## src/rtl/window_mac.sv

```systemverilog
// window_mac
//   Pipelined K_BYTES-tap multiply-accumulate stage that sits behind the byte
//   window register. It follows the same byte-shift qualifier as the window,
//   decides when the window holds a complete kernel footprint (fill, then every
//   STRIDE-th shift), and produces the signed dot product of the unsigned
//   window bytes against K_BYTES signed weights loaded serially.
//
// Ports
//   clk        clock, all state on rising edge
//   rst        asynchronous active-high reset (clears weights too)
//   i_shift    a byte entered the window this cycle
//   i_window   window contents, byte 0 (LSBs) newest
//   i_w_load   shift i_w_byte into the weight register (byte 0)
//   i_w_byte   signed weight byte
//   i_clear    synchronous restart of counters/pipeline/overrun, weights kept
//   i_ready    downstream accepts o_result
//   o_result   signed dot product, ACC_WIDTH bits
//   o_valid    o_result valid, held until accepted
//   o_w_ready  all K_BYTES weights loaded
//   o_overrun  sticky: a launch was dropped because the pipeline was stalled
//
// Timing: launching shift in cycle t -> launch_q in t+1 (window and weights
// sampled) -> products t+2 -> partial sums t+3 -> o_valid in t+4.
module window_mac #(
  parameter int BYTE_WIDTH = 8,
  parameter int K_BYTES    = 9,
  parameter int WIND_WIDTH = BYTE_WIDTH * K_BYTES,
  parameter int STRIDE     = 1,
  parameter int ACC_WIDTH  = 2 * BYTE_WIDTH + 1 + $clog2(K_BYTES)
) (
  input  logic                  clk,
  input  logic                  rst,
  input  logic                  i_shift,
  input  logic [WIND_WIDTH-1:0] i_window,
  input  logic                  i_w_load,
  input  logic [BYTE_WIDTH-1:0] i_w_byte,
  input  logic                  i_clear,
  input  logic                  i_ready,
  output logic [ACC_WIDTH-1:0]  o_result,
  output logic                  o_valid,
  output logic                  o_w_ready,
  output logic                  o_overrun
);

  localparam int PROD_W = 2 * BYTE_WIDTH + 1;
  localparam int CNT_W  = $clog2(K_BYTES + 1);
  localparam int GRP    = (K_BYTES + 2) / 3;

  localparam logic [CNT_W-1:0] K_CNT  = CNT_W'(K_BYTES);
  localparam logic [CNT_W-1:0] K_LAST = CNT_W'(K_BYTES - 1);
  localparam logic [CNT_W-1:0] S_LAST = CNT_W'(STRIDE - 1);

  // Counters / launch
  logic [CNT_W-1:0] fill_q, fill_d;
  logic [CNT_W-1:0] stride_q, stride_d;
  logic             launch_q, launch_d;

  // Weights
  logic [WIND_WIDTH-1:0] w_q, w_d;
  logic [CNT_W-1:0]      wcnt_q, wcnt_d;
  logic                  w_ready;

  // Pipeline
  logic signed [PROD_W-1:0]    prod_q [K_BYTES];
  logic signed [PROD_W-1:0]    prod_d [K_BYTES];
  logic                        p1_valid_q, p1_valid_d;
  logic signed [ACC_WIDTH-1:0] part_q [3];
  logic signed [ACC_WIDTH-1:0] part_d [3];
  logic                        p2_valid_q, p2_valid_d;
  logic signed [ACC_WIDTH-1:0] res_q, res_d;
  logic                        valid_q, valid_d;
  logic                        overrun_q, overrun_d;

  logic stall;
  logic sample;

  assign w_ready   = (wcnt_q == K_CNT);
  assign stall     = valid_q & ~i_ready;
  assign sample    = launch_q & w_ready;

  assign o_result  = res_q;
  assign o_valid   = valid_q;
  assign o_w_ready = w_ready;
  assign o_overrun = overrun_q;

  // Fill counter saturates at K_BYTES; the shift reaching it is the first
  // launch, after which the stride counter launches every STRIDE-th shift.
  always_comb begin
    fill_d   = fill_q;
    stride_d = stride_q;
    launch_d = 1'b0;
    if (i_clear) begin
      fill_d   = '0;
      stride_d = '0;
    end else if (i_shift) begin
      if (fill_q != K_CNT) begin
        fill_d   = fill_q + 1'b1;
        launch_d = (fill_q == K_LAST);
      end else if (stride_q == S_LAST) begin
        stride_d = '0;
        launch_d = 1'b1;
      end else begin
        stride_d = stride_q + 1'b1;
      end
    end
  end

  // Last weight loaded lands in byte 0, pairing with the newest pixel.
  always_comb begin
    w_d    = w_q;
    wcnt_d = wcnt_q;
    if (i_w_load) begin
      w_d = {w_q[WIND_WIDTH-BYTE_WIDTH-1:0], i_w_byte};
      if (wcnt_q != K_CNT) begin
        wcnt_d = wcnt_q + 1'b1;
      end
    end
  end

  // Whole pipeline freezes on stall; a launch arriving then is lost and
  // flagged (only when weights are complete, otherwise dropped silently).
  always_comb begin
    p1_valid_d = p1_valid_q;
    prod_d     = prod_q;
    p2_valid_d = p2_valid_q;
    part_d     = part_q;
    valid_d    = valid_q;
    res_d      = res_q;
    overrun_d  = overrun_q;
    if (i_clear) begin
      p1_valid_d = 1'b0;
      p2_valid_d = 1'b0;
      valid_d    = 1'b0;
      overrun_d  = 1'b0;
    end else if (stall) begin
      if (sample) begin
        overrun_d = 1'b1;
      end
    end else begin
      p1_valid_d = sample;
      if (sample) begin
        for (int unsigned k = 0; k < K_BYTES; k++) begin
          prod_d[k] =
            $signed({{(PROD_W-BYTE_WIDTH){1'b0}}, i_window[k*BYTE_WIDTH +: BYTE_WIDTH]}) *
            $signed({{(PROD_W-BYTE_WIDTH){w_q[k*BYTE_WIDTH+BYTE_WIDTH-1]}},
                     w_q[k*BYTE_WIDTH +: BYTE_WIDTH]});
        end
      end
      p2_valid_d = p1_valid_q;
      for (int unsigned g = 0; g < 3; g++) begin
        part_d[g] = '0;
        for (int unsigned j = 0; j < GRP; j++) begin
          if (g * GRP + j < K_BYTES) begin
            part_d[g] = part_d[g] +
              {{(ACC_WIDTH-PROD_W){prod_q[g*GRP+j][PROD_W-1]}}, prod_q[g*GRP+j]};
          end
        end
      end
      valid_d = p2_valid_q;
      if (p2_valid_q) begin
        res_d = part_q[0] + part_q[1] + part_q[2];
      end
    end
  end

  always_ff @(posedge clk or posedge rst) begin
    if (rst) begin
      fill_q     <= '0;
      stride_q   <= '0;
      launch_q   <= 1'b0;
      w_q        <= '0;
      wcnt_q     <= '0;
      prod_q     <= '{default: '0};
      p1_valid_q <= 1'b0;
      part_q     <= '{default: '0};
      p2_valid_q <= 1'b0;
      res_q      <= '0;
      valid_q    <= 1'b0;
      overrun_q  <= 1'b0;
    end else begin
      fill_q     <= fill_d;
      stride_q   <= stride_d;
      launch_q   <= launch_d;
      w_q        <= w_d;
      wcnt_q     <= wcnt_d;
      prod_q     <= prod_d;
      p1_valid_q <= p1_valid_d;
      part_q     <= part_d;
      p2_valid_q <= p2_valid_d;
      res_q      <= res_d;
      valid_q    <= valid_d;
      overrun_q  <= overrun_d;
    end
  end

endmodule

```

## config.mk

```make
export PLATFORM = sky130hd
export DESIGN_NAME = window_mac
export DESIGN_NICKNAME = d
export VERILOG_FILES = /design/src/rtl/window_mac.sv
export SDC_FILE = /design/constraint.sdc
export NUM_CORES = 2
export LEC_CHECK = 0
export BUFFER_PORTS_ARGS = -buffer_cell sky130_fd_sc_hd__buf_2
export CORE_UTILIZATION = 51
export CTS_CLUSTER_SIZE = 28
export DETAILED_ROUTE_END_ITERATION = 8
export PLACE_DENSITY_LB_ADDON = 0.15
export SLEW_MARGIN = 30
export SYNTH_ARGS = -nofsm -noshare
export SYNTH_HDL_FRONTEND = slang
export SYNTH_SLANG_ARGS = --single-unit
```

## constraint.sdc

```tcl
create_clock -name clk -period 16.2 [get_ports clk]
set_clock_uncertainty 0.15 [all_clocks]
set_input_delay 3.24 -clock clk [delete_from_list [all_inputs] [get_ports clk]]
set_output_delay 3.24 -clock clk [all_outputs]
set_load 0.01 [all_outputs]
```

* After elaboration in Yosys (flattened, before gate mapping)
Cells that the tools add are included.
** Cells by class
- Add/sub/neg operators :: 11
- $mul :: 9
- Divide/modulo/power cells :: 0
- $lt $le $gt $ge :: 0
- Equality and inequality tests :: 6
- Shift operators :: 0
- Multiplexer cells :: 32
- Bitwise gates (word level) :: 5
- Reductions and logical operators :: 12
** Operator list (count)
- $mux 21 :: 12
- $add 21x21->21 :: 8
- $mul 9x8->17 :: 9
- $mux 4 :: 7
- $mux 1 :: 13
- $add 4x1->4 const B :: 3
- $reduce_and 2->1 :: 5
- $eq 4x4->1 const B :: 2
- $ne 4x4->1 const B :: 2
- $reduce_bool 2->1 :: 4
- $reduce_and 3->1 :: 2
- $logic_not 4->1 :: 1
- $ne 2x2->1 const B :: 2
- $not 1->1 :: 3
- $and 1x1->1 :: 2
** Word-level totals
- Register bits after elaboration :: 326
- Bits in latches :: 0
- RAM bits :: 0
- Memory bits (read-only) :: 0
- Memories kept :: 0

* Logic depth before layout (Yosys ltp)
- Depth in word-level cells :: 8
- Gate-level depth with buffers :: 20
- Depth with buffers taken out :: 20

* Least setup slack after synthesis
Ideal clock, no wire load.
- Kind :: in2reg
- From :: in i_window[13]
- To :: reg prod_q[135] (netlist name)
- Arrival :: 7.301 ns
- Required time :: 15.980 ns
- Setup slack :: 8.679 ns
- Cell stages on the path :: 17
- Buffers on the path :: 0
- Cell sequence :: and2_1 -> fa_1 -> inv_1 -> fa_1 -> inv_1 -> fa_1 -> inv_1 -> fa_1 -> inv_1 -> ha_1 -> o21ai_0 -> a21boi_0 -> o21ai_0 -> a211oi_1 -> nor3_1 -> or4b_2 -> nand3_1
** On the way
- Cells in the longest elaborated chain, start to end :: 1
** Ends and longest elaborated chain
- from (decl) :: RTL line 34 : input logic [WIND_WIDTH-1:0] i_window,
- $mul 9x8->17 :: RTL line 144 : $signed({{(PROD_W-BYTE_WIDTH){1'b0}}, i_window[k*BYTE_WIDTH +: BYTE_WIDTH]}) *
- to (signal assigned) :: RTL line 186 : prod_q <= prod_d;
- to (decl) :: RTL line 64 : logic signed [PROD_W-1:0] prod_q [K_BYTES];
Every way passes these cells.
A chain may end at the register's enable or synchronous reset.

* Worst setup path in the final report
- From :: in i_window[44]
- To :: reg prod_q[67] (netlist name)
The elaborated chain is that of the path after synthesis.

==> flow_metrics.env <==
export IMPL_clockRootBuffer="clkbuf_16"
export IMPL_ir_drop_uv=121
export IMPL_synth_seq_area_share=0.216
export IMPL_grt_overflow=0
export IMPL_avgSynthCellArea_sq_um=9.04
export IMPL_start_util=0.516
export IMPL_powerDensity_nw_per_um2=165
export IMPL_outcome="finished with violations"
export IMPL_path_buf_inv=6
export IMPL_insertion_delay_ps=580
export IMPL_cts_sinks=326
export IMPL_pwr_share_clk=0.154
export IMPL_ys_warn_count=0
export IMPL_synth_most_common_cell="inv_1"
export IMPL_drive_gt1_frac=0.0687
export IMPL_synth_area_leader_cell="dfrtp_1"
export IMPL_die_area_sq_um=75100
export IMPL_critPathMostFrequentCell="inv_1"
export IMPL_wirelength_mm=84.0
export IMPL_cp_arrival_ps=7700
export IMPL_synth_distinct_cells=69
export IMPL_dr_pass1_iters=7
export IMPL_yosys_area_top_type_share=0.216
export IMPL_met2_length_mm=37.9
export IMPL_required_ps=16540
export IMPL_postRouteAntennaNets=0
export IMPL_hold_buffers=0
export IMPL_worstReg2RegEnd="prod_q[135]"
export IMPL_grt_max_degree=119
export IMPL_worstMarginPinSlew_ps=922
export IMPL_crit_fanout=8
export IMPL_cap_violations=0
export IMPL_wl_per_cell_microns=16.0
export IMPL_startpoint="i_window[44]"
export IMPL_report_final_slew_viol_count=0
export IMPL_core_sq_um=73100
export IMPL_cts_max_path_buffers=3
export IMPL_top_layer="met4"
export IMPL_path_cells="buf_2, and2_1, ha_1, inv_1, fa_1, inv_1, ha_1, inv_1, fa_1, inv_1, ha_1, inv_1, fa_1, nor2b_1, o21ai_0, a21boi_0, o21ai_0, a211oi_1, nor3_1, or4b_2, o211ai_1"
export IMPL_grt_usage=0.232
export IMPL_rsz0062_at_grt="no"
export IMPL_cts_tree="yes"
export IMPL_violations="design-rule violations"
export IMPL_crit_end="prod_q[67]"
export IMPL_num_rows=99
export IMPL_hpwl_mm=67.3
export IMPL_cts_resized=0
export IMPL_fin_crit_sh=0.454
export IMPL_min_period_ps=7360
export IMPL_die_h_microns=274
export IMPL_slew_headroom=0.385
export IMPL_switchingPower_w=0.00317
export IMPL_slowest_delay_ps=620
export IMPL_crit_slowest_cell="or4b_2"
export IMPL_wl_met1_mm=41.4
export IMPL_ff2ff_setup_slack_ps=10980
export IMPL_met3_wirelength_mm=3.49
export IMPL_synth_common_cells="586 x inv_1, 542 x nand2_1, 527 x ha_1, 371 x and2_1, 360 x fa_1"
export IMPL_grt_pass1_wl_mm=141
export IMPL_syn_cell_area_sq_um=37700
export IMPL_ys_ff_latch=326
export IMPL_fmax_mhz=136
export IMPL_vias=27900
export IMPL_clk_pin_slew_worst_paths_ps=60
export IMPL_crit_family="adder cells"
export IMPL_place_congestion=0.869
export IMPL_pre_cts_ws_ps=8250
export IMPL_path_depth=21
export IMPL_timing_rr_start="w_q[15]"
export IMPL_first_iter_violations=1402
export IMPL_setup_slack_ps=8840
export IMPL_finalSetupTns_ps=0
export IMPL_p_int_w=0.00355
export IMPL_async_flop_share=1.00
export IMPL_die_w_microns=274
export IMPL_post_cts_setup_buffer_count=0
export IMPL_final_hold_viol_count=0
export IMPL_synthTopCellsByArea="dfrtp_1 22%, fa_1 19%, ha_1 17%, and2_1 6.1%, inv_1 5.8%"
export IMPL_nets=5232
export IMPL_combPwrFrac=0.693
export IMPL_synth_nets=5147
export IMPL_cts_inserted_buffers=42
export IMPL_boundaryPins=110
export IMPL_htreeDepth=2
export IMPL_finalSetupViolCount=0
export IMPL_synth_top_flop_cell="dfrtp_1"
export IMPL_io_buffers=109
export IMPL_min_path_type="reg -> reg"
export IMPL_end_kind="register"
export IMPL_swShare=0.472
export IMPL_area_delta_synth_final_pct=8.26
export IMPL_remaining_drc_errors=20
export IMPL_cp_start_kind="input pin"
export IMPL_power_frac_seq=0.153
export IMPL_synth_cells=4174
export IMPL_viasPerCell=5.30
export IMPL_nFillCells=6720
export IMPL_r2r_cells=16
export IMPL_grt_pass1_vias=27300
export IMPL_synth_edff_count=0
export IMPL_p_leak_nw=21.2
export IMPL_antenna_found_initial=1
export IMPL_setup_worst_path_class="in -> reg"
==> cells by family after synthesis <==
logic type,share of synthesized area
buffers and inverters,0.0665
adder cells (fa/ha/maj),0.366
multiplexers,0.0208
XOR/XNOR,0.0452
AND/OR/NAND/NOR,0.184
AO/OA/AOI/OAI,0.102
flip-flops,0.216
==> flip-flops by register name, summed over array words and instances, names as in the netlist <==
register    cells
prod_q        153
o_result       21
stride_q        4
part_q         63
p2_valid_q      1
wcnt_q          4
o_valid         1
o_overrun       1
w_q            72
p1_valid_q      1
launch_q        1
fill_q          4
==> placed cells by master, fill, tap and decap left out, types with 7 or more instances in the layout <==
master,instances
inv_1,585
nand2_1,542
ha_1,527
and2_1,371
fa_1,360
dfrtp_1,326
o21ai_0,234
nor2_1,152
a21oi_1,129
xnor2_1,110
buf_2,108
nor3_1,89
xor2_1,82
nand3_1,69
mux2_2,66
nand2b_1,51
a21o_1,50
clkbuf_16,43
o31ai_1,38
or3_1,31
nor2b_1,29
a211oi_1,29
o21a_1,28
o21bai_1,25
a21boi_0,15
or2_2,14
and3_1,14
nor3b_1,12
a31oi_1,12
o311ai_0,12
buf_4,12
nand3b_1,8
o211ai_1,8
bufinv_16,8
a311oi_1,7
clkinv_2,7
==> cell type report <==
class | instances | area [sq um] | area share
Multi-Input combinational cell | 3181 | 27100 | 0.663
Sequential cell | 326 | 8160 | 0.200
Inverter | 586 | 2210 | 0.0540
Tap cell | 959 | 1200 | 0.0294
Clock buffer | 50 | 1130 | 0.0277
Timing Repair Buffer | 122 | 669 | 0.0164
Clock inverter | 28 | 399 | 0.00977
Antenna cell | 1 | 2.50 | 0.0000612
==> power by group through the flow <==
| stage | combinational, W | clock [W] | sequential, W |
|---|---|---|---|
| final | 0.00466 | 0.00103 | 0.00103 |
| after CTS | 0.00474 | 0.00106 | 0.00103 |
| after global placement | 0.00465 | 0 | 0.00105 |
| after floorplan | 0.00367 | 0 | 0.000948 |
| after detailed placement | 0.00468 | 0 | 0.00105 |
| after global routing | 0.00543 | 0.00109 | 0.00105 |
==> per-layer routing <==
layer	global-route usage	up-vias
met1	0.347	13500
li1	-	13900
met2	0.365	424
met3	0.0246	72
met4	0.0437	0
met5	0	-
==> through the flow <==
step,hold WS [ps],instances,utilization,total power [W],area [sq um]
after floorplan,293,4174,-,0.00462,37700
after global placement,309,5173,0.538,0.00570,39300
after detailed placement,313,5173,0.538,0.00572,39300
after CTS,328,5251,0.559,0.00683,40800
after global routing,341,5252,0.559,0.00757,40900
final,317,5253,0.559,0.00672,40900
==> how the worst min path moves through the flow <==
stage,startpoint,to,slack (ps),cells after the start
floorplan,prod_q[136],prod_q[136],290,2
finish,wcnt_q[3],wcnt_q[3],320,1
global route,prod_q[0],prod_q[0],340,2
detailed placement,prod_q[51],prod_q[51],310,2
CTS,wcnt_q[3],wcnt_q[3],330,1
global placement,prod_q[34],prod_q[34],310,2
Note: power is estimated with default switching activity, not from simulation.
